--- src/rtl/imem_pkg.sv ---
// Shared definitions for the instruction-memory loader: default memory size,
// loader state encoding and the session-request legality test.
package imem_pkg;

    localparam int MEM_SIZE_DEF = 1024;

    typedef enum logic [2:0] {
        IDLE,
        RECV,
        WRITE,
        DONE,
        ERROR
    } state_t;

    // Computed 66 bits wide so a base address near 2^64 cannot wrap into range.
    function automatic logic req_ok(input logic [63:0] base,
                                    input logic [8:0]  count,
                                    input logic [65:0] mem_bytes);
        logic [65:0] end_addr;
        end_addr = {2'b00, base} + {55'd0, count, 2'b00};
        return (base[1:0] == 2'b00) && (count != 9'd0) && (end_addr <= mem_bytes);
    endfunction

endpackage

--- src/rtl/imem_loader_word_assembler.sv ---
// Collects four MSB-first bytes into a 32-bit instruction word and flags the
// transfer that completes the word.
module word_assembler (
    input  logic        clk,
    input  logic        reset,
    input  logic        clear,
    input  logic        accept,
    input  logic [7:0]  in_byte,
    output logic [31:0] word_next,
    output logic        last
);

    logic [31:0] word;
    logic [1:0]  byte_cnt;

    assign word_next = {word[23:0], in_byte};
    assign last      = accept && (byte_cnt == 2'd3);

    always_ff @(posedge clk) begin
        if (reset || clear) begin
            byte_cnt <= 2'd0;
        end else if (accept) begin
            byte_cnt <= byte_cnt + 2'd1;
        end
    end

    // Shift register holds data only; a stale partial word is harmless
    // because the counter alone decides when a word is complete.
    always_ff @(posedge clk) begin
        if (accept) begin
            word <= word_next;
        end
    end

endmodule

--- src/rtl/imem_loader.sv ---
// Byte-stream to instruction-memory loader: validates a load request, gathers
// bytes into words and issues one word write per four accepted bytes.
module imem_loader
    import imem_pkg::*;
#(
    parameter int MEM_SIZE = MEM_SIZE_DEF
) (
    input  logic        clk,
    input  logic        reset,
    input  logic        start,
    input  logic [63:0] base_addr,
    input  logic [8:0]  word_count,
    input  logic        in_valid,
    input  logic [7:0]  in_byte,
    output logic        in_ready,
    output logic        wr_en,
    output logic [63:0] wr_addr,
    output logic [31:0] wr_data,
    output logic        busy,
    output logic        done,
    output logic        error
);

    state_t      state;
    state_t      state_nxt;
    logic [63:0] addr;
    logic [8:0]  remaining;
    logic        start_ok;
    logic        accept;
    logic        clear;
    logic        last;
    logic [31:0] word_next;

    assign start_ok = start && ((state == IDLE) || (state == ERROR))
                      && req_ok(base_addr, word_count, 66'(MEM_SIZE));
    assign accept   = in_valid && (state == RECV);
    assign clear    = start_ok || (state == WRITE);

    word_assembler u_asm (
        .clk       (clk),
        .reset     (reset),
        .clear     (clear),
        .accept    (accept),
        .in_byte   (in_byte),
        .word_next (word_next),
        .last      (last)
    );

    always_ff @(posedge clk) begin
        if (reset) begin
            state <= IDLE;
        end else begin
            state <= state_nxt;
        end
    end

    always_comb begin
        state_nxt = state;
        in_ready  = 1'b0;
        wr_en     = 1'b0;
        busy      = 1'b0;
        done      = 1'b0;
        error     = 1'b0;
        case (state)
            IDLE: begin
                if (start) begin
                    state_nxt = start_ok ? RECV : ERROR;
                end
            end
            RECV: begin
                in_ready = 1'b1;
                busy     = 1'b1;
                if (last) begin
                    state_nxt = WRITE;
                end
            end
            WRITE: begin
                wr_en     = 1'b1;
                busy      = 1'b1;
                state_nxt = (remaining == 9'd1) ? DONE : RECV;
            end
            DONE: begin
                done      = 1'b1;
                state_nxt = IDLE;
            end
            ERROR: begin
                error = 1'b1;
                if (start) begin
                    state_nxt = start_ok ? RECV : ERROR;
                end
            end
            default: begin
                state_nxt = IDLE;
            end
        endcase
    end

    // Write address/data are captured on the completing byte so they are
    // already valid during the WRITE cycle and then hold until the next word.
    always_ff @(posedge clk) begin
        if (reset) begin
            addr      <= 64'd0;
            remaining <= 9'd0;
            wr_addr   <= 64'd0;
            wr_data   <= 32'd0;
        end else begin
            if (start_ok) begin
                addr      <= base_addr;
                remaining <= word_count;
            end
            if (last) begin
                wr_addr <= addr;
                wr_data <= word_next;
            end
            if (state == WRITE) begin
                addr      <= addr + 64'd4;
                remaining <= remaining - 9'd1;
            end
        end
    end

endmodule

--- config.mk ---
export PLATFORM = sky130hd
export DESIGN_NAME = imem_loader
export DESIGN_NICKNAME = d
export VERILOG_FILES = /design/src/rtl/imem_pkg.sv /design/src/rtl/imem_loader_word_assembler.sv /design/src/rtl/imem_loader.sv
export SDC_FILE = /design/constraint.sdc
export NUM_CORES = 1
export LEC_CHECK = 0
export BUFFER_PORTS_ARGS = -buffer_cell sky130_fd_sc_hd__buf_2
export CORE_UTILIZATION = 60
export DETAILED_ROUTE_END_ITERATION = 16
export GPL_ROUTABILITY_DRIVEN = 0
export GPL_TIMING_DRIVEN = 0
export PLACE_DENSITY = 0.85
export SLEW_MARGIN = 10
export SYNTH_ARGS = -nofsm -noshare
export SYNTH_HDL_FRONTEND = slang
export SYNTH_SLANG_ARGS = --single-unit
--- constraint.sdc ---
create_clock -name clk -period 8.4 [get_ports clk]
set_clock_uncertainty 0.1 [all_clocks]
set_input_delay 1.68 -clock clk [delete_from_list [all_inputs] [get_ports clk]]
set_output_delay 1.68 -clock clk [all_outputs]
set_load 0.05 [all_outputs]
Yosys cells after proc, flatten, opt, wreduce, memory -nomap -nowiden. Index checks and enable logic that the tools add are counted. W data, S select, Z words.

Register bits after elaboration: 198. Bits of input ports: 85.

Add/sub/neg operators: 4. $lt $le $gt $ge: 1. Equal/unequal tests: 8. Muxes and demuxes: 14. Reduce and logical (&&, ||, !) cells: 16.

Operator list (number): $mux W64 (2); $add A64 B11 Y65 (1); $le A65 B11 Y1 const B (1); $add A64 B3 Y64 const B (1); $mux W9 (2); $eq A9 B1 Y1 const B (1); $mux W3 (3); $pmux W3 S3 (1); $reduce_bool A9 Y1 (1); $sub A9 B1 Y9 const B (1); $eq A3 B2 Y1 const B (2); $logic_and A1 B1 Y1 (6); $mux W1 (5); $reduce_or A2 Y1 (2); $eq A3 B1 Y1 const B (1); $eq A3 B3 Y1 const B (1); $logic_not A3 Y1 (1); $logic_or A1 B1 Y1 (3); $add A2 B1 Y2 const B (1); $eq A2 B2 Y1 const B (1); $logic_not A2 Y1 (1); $mux W2 (1); $ne A2 B1 Y1 const B (1); $ne A2 B2 Y1 const B (1); other kinds (2) (2).

Logic depth before layout (Yosys ltp).
Depth after elaboration: 7. Gate-level depth with buffers: 16. Gate-level depth less buffers: 13.

Hierarchy. A second synthesis with hierarchy kept.

Cell total of the unflattened synthesis: 1132. Area total of the unflattened synthesis: 10023.4 um2.

By module, submodules not included: imem_loader (times used 1, cells each 1092, area each 9143.8 um2); word_assembler (times used 1, cells each 40, area each 879.6 um2).

Worst setup path before layout. Ideal clock, no wire load.

Path type: input to register. Start: in base_addr[2]. End: reg addr[41]. Setup time: 0.117 ns. Data arrival time: 5.175 ns. Data required time: 8.183 ns. Slack: 3.008 ns. Stages: 14. Buffers on the path: 2. Path through: ha_1 > fa_1 > or4_1 > a21oi_1 > nand3_1 > o41ai_1 > nand4_1 > or4_1 > or4_1 > nor4_4 > or2_2 > buf_4 > buf_2 > nor2_1.

Cells in the longest elaborated chain, start to end: 5.

RTL lines: start, declared (line imem_loader.sv:11) `input logic [63:0] base_addr,`; $add A64 B11 Y65 (line imem_pkg.sv:20) `end_addr = {2'b00, base} + {55'd0, count, 2'b00};`; $le A65 B11 Y1 (line imem_pkg.sv:21) `return (base[1:0] == 2'b00) && (count != 9'd0) && (end_addr <= mem_bytes);`; $logic_and A1 B1 Y1 (line imem_pkg.sv:21); $logic_and A1 B1 Y1 (line imem_loader.sv:35) `&& req_ok(base_addr, word_count, 66'(MEM_SIZE));`; $reduce_bool A2 Y1 (no line); end signal, assigned (line imem_loader.sv:108) `addr <= base_addr;`; end signal, assigned (line imem_loader.sv:116) `addr <= addr + 64'd4;`; end, declared (line imem_loader.sv:26) `logic [63:0] addr;`.

No other way between the ends. A chain may end at the register's enable or synchronous reset.

Worst setup path after layout.
Start: in base_addr[2]. End: reg addr[16].

The elaborated chain is that of the path after synthesis.

==> results.rst <==
.. list-table::
   :header-rows: 1

   * - Metric
     - Value
   * - Worst-case hold slack
     - roughly 0.35 ns
   * - Cts-stage hold buffer count
     - 0
   * - Most common cell after layout, fill and taps aside
     - nand2_1
   * - Count of clock tree sinks
     - around 200
   * - Cell-by-cell trace of the critical path
     - buf_2, ha_1, fa_1, a211oi_2, nor3_2, o21ai_2, nor4_1, xor2_1, or4b_1, or4_1, or4_1, o21a_1, clkbuf_1, nor2_1, nor3_1
   * - Ratio of final minimum period to clock period
     - slightly below 70%
   * - Area share of the leading cell type in the synthesized netlist
     - 34.5%
   * - CTS tree
     - yes
   * - Worst Path Buf+Inv
     - 2
   * - Core ar.
     - about 17000 sq um
   * - Syn_nets
     - between 1000 and 1500
   * - Count of state elements after synthesis
     - 198
   * - # Post-CTS Setup Buffers
     - 0
   * - Register-to-register setup slack
     - 4.46 ns
   * - Final Hold Viols
     - 0
   * - Startpoint of the worst hold path
     - wr_data[6]
   * - Total DRC errors in the routed layout
     - 0
   * - Critical R2R Capture
     - addr[16]
   * - Share of cells above drive strength 1
     - between 15 and 20%
   * - Number of enable flip-flop cells after synthesis
     - 24
   * - Max clock buf depth
     - 2
   * - Detailed placer's ending HPWL
     - approximately 21000 microns
   * - Cts repair resizes
     - 0
   * - Worst min path class
     - reg -> reg
   * - Count of input and output buffers
     - about 180
   * - Height of the die
     - roughly 130 microns
   * - Post-Route M1 WL
     - roughly 12000 microns
   * - Max-cap viol count
     - 0
   * - Total power per unit cell area
     - 160 nW/um^2
   * - Most frequent cells in the layout
     - nand2_1 (275), buf_2 (190), dfxtp_1 (174)
   * - Area growth from synthesis to layout
     - 17.7%
   * - TritonCTS buffer count
     - 17
   * - Critical setup path kind
     - in -> reg
   * - Die area
     - 17400 sq um
   * - Average vias per placed instance
     - just over 6
   * - Via count of the first global-routing pass
     - about 9500
   * - Dominant synthesized flop cell
     - dfxtp_1
   * - Slew @ Worst Pin
     - between 0.7 and 0.8 ns
   * - Final-report setup violation count
     - 0
   * - Total congestion overflow
     - 0
   * - Achievable Freq
     - roughly 0.18 GHz
   * - Mapped Avg Cell Area
     - 7.86 sq um
   * - Met2 wire length
     - about 14000 microns
   * - Length of routed met3 wiring
     - between 2000 and 3000 microns
   * - Number of cell instances on the worst register-to-register path
     - 12
   * - Die boundary width
     - 132 microns
   * - Per-cell routed wire length
     - 16.7 microns
   * - Dominant cell type by count on the critical path
     - or4_1
   * - Count of mapped cells out of synthesis
     - approximately 1300
   * - Reg2Reg Launch Point
     - state[0]
   * - Number of distinct library cell variants in the gate-level netlist after synthesis
     - slightly below 80
   * - ANT cells
     - 0
   * - Antenna violations before repair
     - 0
   * - Critical path data required time
     - between 8 and 9 ns
   * - Htree depth
     - 4
   * - CP top delay family
     - simple AND/OR/NAND/NOR gates
   * - Cell types with the largest area share after synthesis
     - dfxtp_1 (34%), nand2_1 (10%), edfxtp_1 (7.1%), a21oi_1 (7.0%), nor2_1 (4.3%)
   * - Insertion delay to the later sink of the worst-skew pair
     - ~0.44 ns
   * - Max FO, Critical Path
     - 10
   * - Boundary pin count
     - approximately 190
   * - Placement row count
     - 47
   * - Clock root buffer master
     - clkbuf_16
   * - Global-route wire length before repair
     - 46100 microns
   * - Remaining antenna violation count
     - 0
   * - Status
     - complete, no violations
   * - Longest individual stage delay on the worst path
     - between 0.5 and 0.6 ns
   * - Largest net degree at the start of global routing
     - 28
   * - Wirelength, routed
     - about 29000 microns
   * - Initial drt markers
     - ~1000
   * - Sequential share of the synthesized area
     - 41.6%
   * - Via count
     - ~11000
   * - Post-synthesis cell type with the largest combined area
     - dfxtp_1
   * - Setup repair after global routing missed its margin
     - no
   * - Number of nets in the final layout
     - about 1600
   * - Gr usage total
     - 32.9%
   * - Fraction of registers with async set/reset
     - 0%
   * - Uppermost metal layer occupied by signal nets
     - met4
   * - Crit path launch type
     - primary input
   * - Total design power
     - around 1.9 mW
   * - Clock transition at the registers of the reported paths
     - ~0.080 ns
   * - Post-Synthesis Cell Area
     - 10100 sq um
   * - Number of pins exceeding their max-slew limit in the final report
     - 0
   * - Slew HR
     - 48.6%
   * - Slowest stage cell on the critical path
     - or4b_1
   * - Leakage Power
     - approximately 4.4 nW
   * - Min Tclk post-route
     - roughly 5.7 ns
   * - Endpoint of the worst hold-timing path
     - wr_data[6]
   * - Starting density of the core
     - 61.2%
   * - Total negative slack for setup checks
     - 0 ns
   * - Number of instances on the worst hold path
     - 2
   * - Yosys Warn Count
     - 0
   * - CP endpoint kind
     - flop
   * - Fill cell count
     - about 1300
   * - 1st-pass router iterations
     - 7
   * - Worst ir drop on vdd
     - 0.000156 V
   * - Arrival time at the worst endpoint
     - a little under 6 ns
## routing by layer
layer  up-vias  track usage (%)
met4         0             13.8
li1       4959                -
met5         -                0
met1      4882             42.6
met2       561             53.9
met3        99             6.38
## cell type report
class	instances	area, sq um	share of cell area [%]
inverter	24	90.1	0.758
multi-input combinational	998	5520	46.4
buffer	65	297	2.49
clock buffer	17	425	3.58
sequential	198	4200	35.4
tap	220	275	2.31
clock inverter	15	173	1.45
timing repair buffer	182	911	7.66
## through the flow
step	cells	worst slack, ns	util [%]	area [sq um]
after CTS	1719	2.76	72.0	11900
after floorplan	1285	3.01	-	10100
final	1719	2.71	72.0	11900
after global routing	1719	2.51	72.0	11900
after detailed placement	1687	2.31	68.3	11300
after global placement	1687	2.32	68.3	11300
## cell usage after synthesis (all sizes together), types with 6 or more instances
| cell | instances |
|---|---|
| nor2 | 116 |
| a21oi | 142 |
| nand3 | 62 |
| buf | 15 |
| xnor2 | 24 |
| o31ai | 12 |
| a31oi | 11 |
| edfxtp | 24 |
| ha | 13 |
| xor2 | 31 |
| nor4 | 16 |
| dfxtp | 174 |
| and2 | 11 |
| nand2 | 276 |
| o21ai | 25 |
| or4 | 11 |
| or2 | 16 |
| inv | 24 |
| a211oi | 9 |
| nand2b | 7 |
| and3 | 24 |
| clkbuf | 50 |
| or3 | 13 |
| nor3 | 44 |
| and4 | 8 |
| a21o | 6 |
| mux2i | 6 |
| nand3b | 10 |
| nand4 | 41 |
## kinds of logic (layout without fill, tap and decap cells)
group / Yosys count / after routing / synth area share, %
multiplexers: 7 / 7 / 0.706
XOR/XNOR: 55 / 55 / 4.77
AND/OR/NAND/NOR: 669 / 669 / 31.8
buffers and inverters: 89 / 303 / 3.81
flip-flops: 198 / 198 / 41.6
AO/OA/AOI/OAI: 253 / 253 / 15.5
adder cells (fa/ha/maj): 14 / 14 / 1.81
## worst max-delay path by stage
stage	start	to	slack (ns)	depth (start not counted)
after floorplan	base_addr[2]	addr[41]	3.01	14
after CTS	base_addr[2]	addr[49]	2.76	15
after global placement	word_count[0]	addr[62]	2.32	16
after global routing	base_addr[2]	addr[49]	2.51	15
final	base_addr[2]	addr[16]	2.71	15
after detailed placement	base_addr[2]	addr[62]	2.31	15
## worst reg2reg max path, cell delays in order (launching register included)
cell,delay (ns)
dfxtp_1,0.38
nor4_1,0.31
o211ai_1,0.13
a221oi_1,0.31
o2111ai_1,0.16
a2111oi_0,0.61
o221a_2,0.30
nand4_1,0.08
or4_1,0.53
o21a_1,0.23
clkbuf_1,0.36
nor2_1,0.23
nor3_1,0.07
## power by group
| group | total (mW) | leakage [nW] | switching [mW] | internal (mW) |
|---|---|---|---|---|
| registers | 0.955 | 1.62 | 0.000422 | 0.954 |
| logic | 0.141 | 2.50 | 0.0931 | 0.0482 |
| clock network | 0.809 | 0.289 | 0.407 | 0.402 |
## state kept, by name (all words and copies together), names as in the netlist
signal and cells:
state 3, wr_data 32, wr_addr 64, addr 64
u_asm.byte_cnt 2, remaining 9, u_asm.word 24
Power figures use the tool's default switching activity.
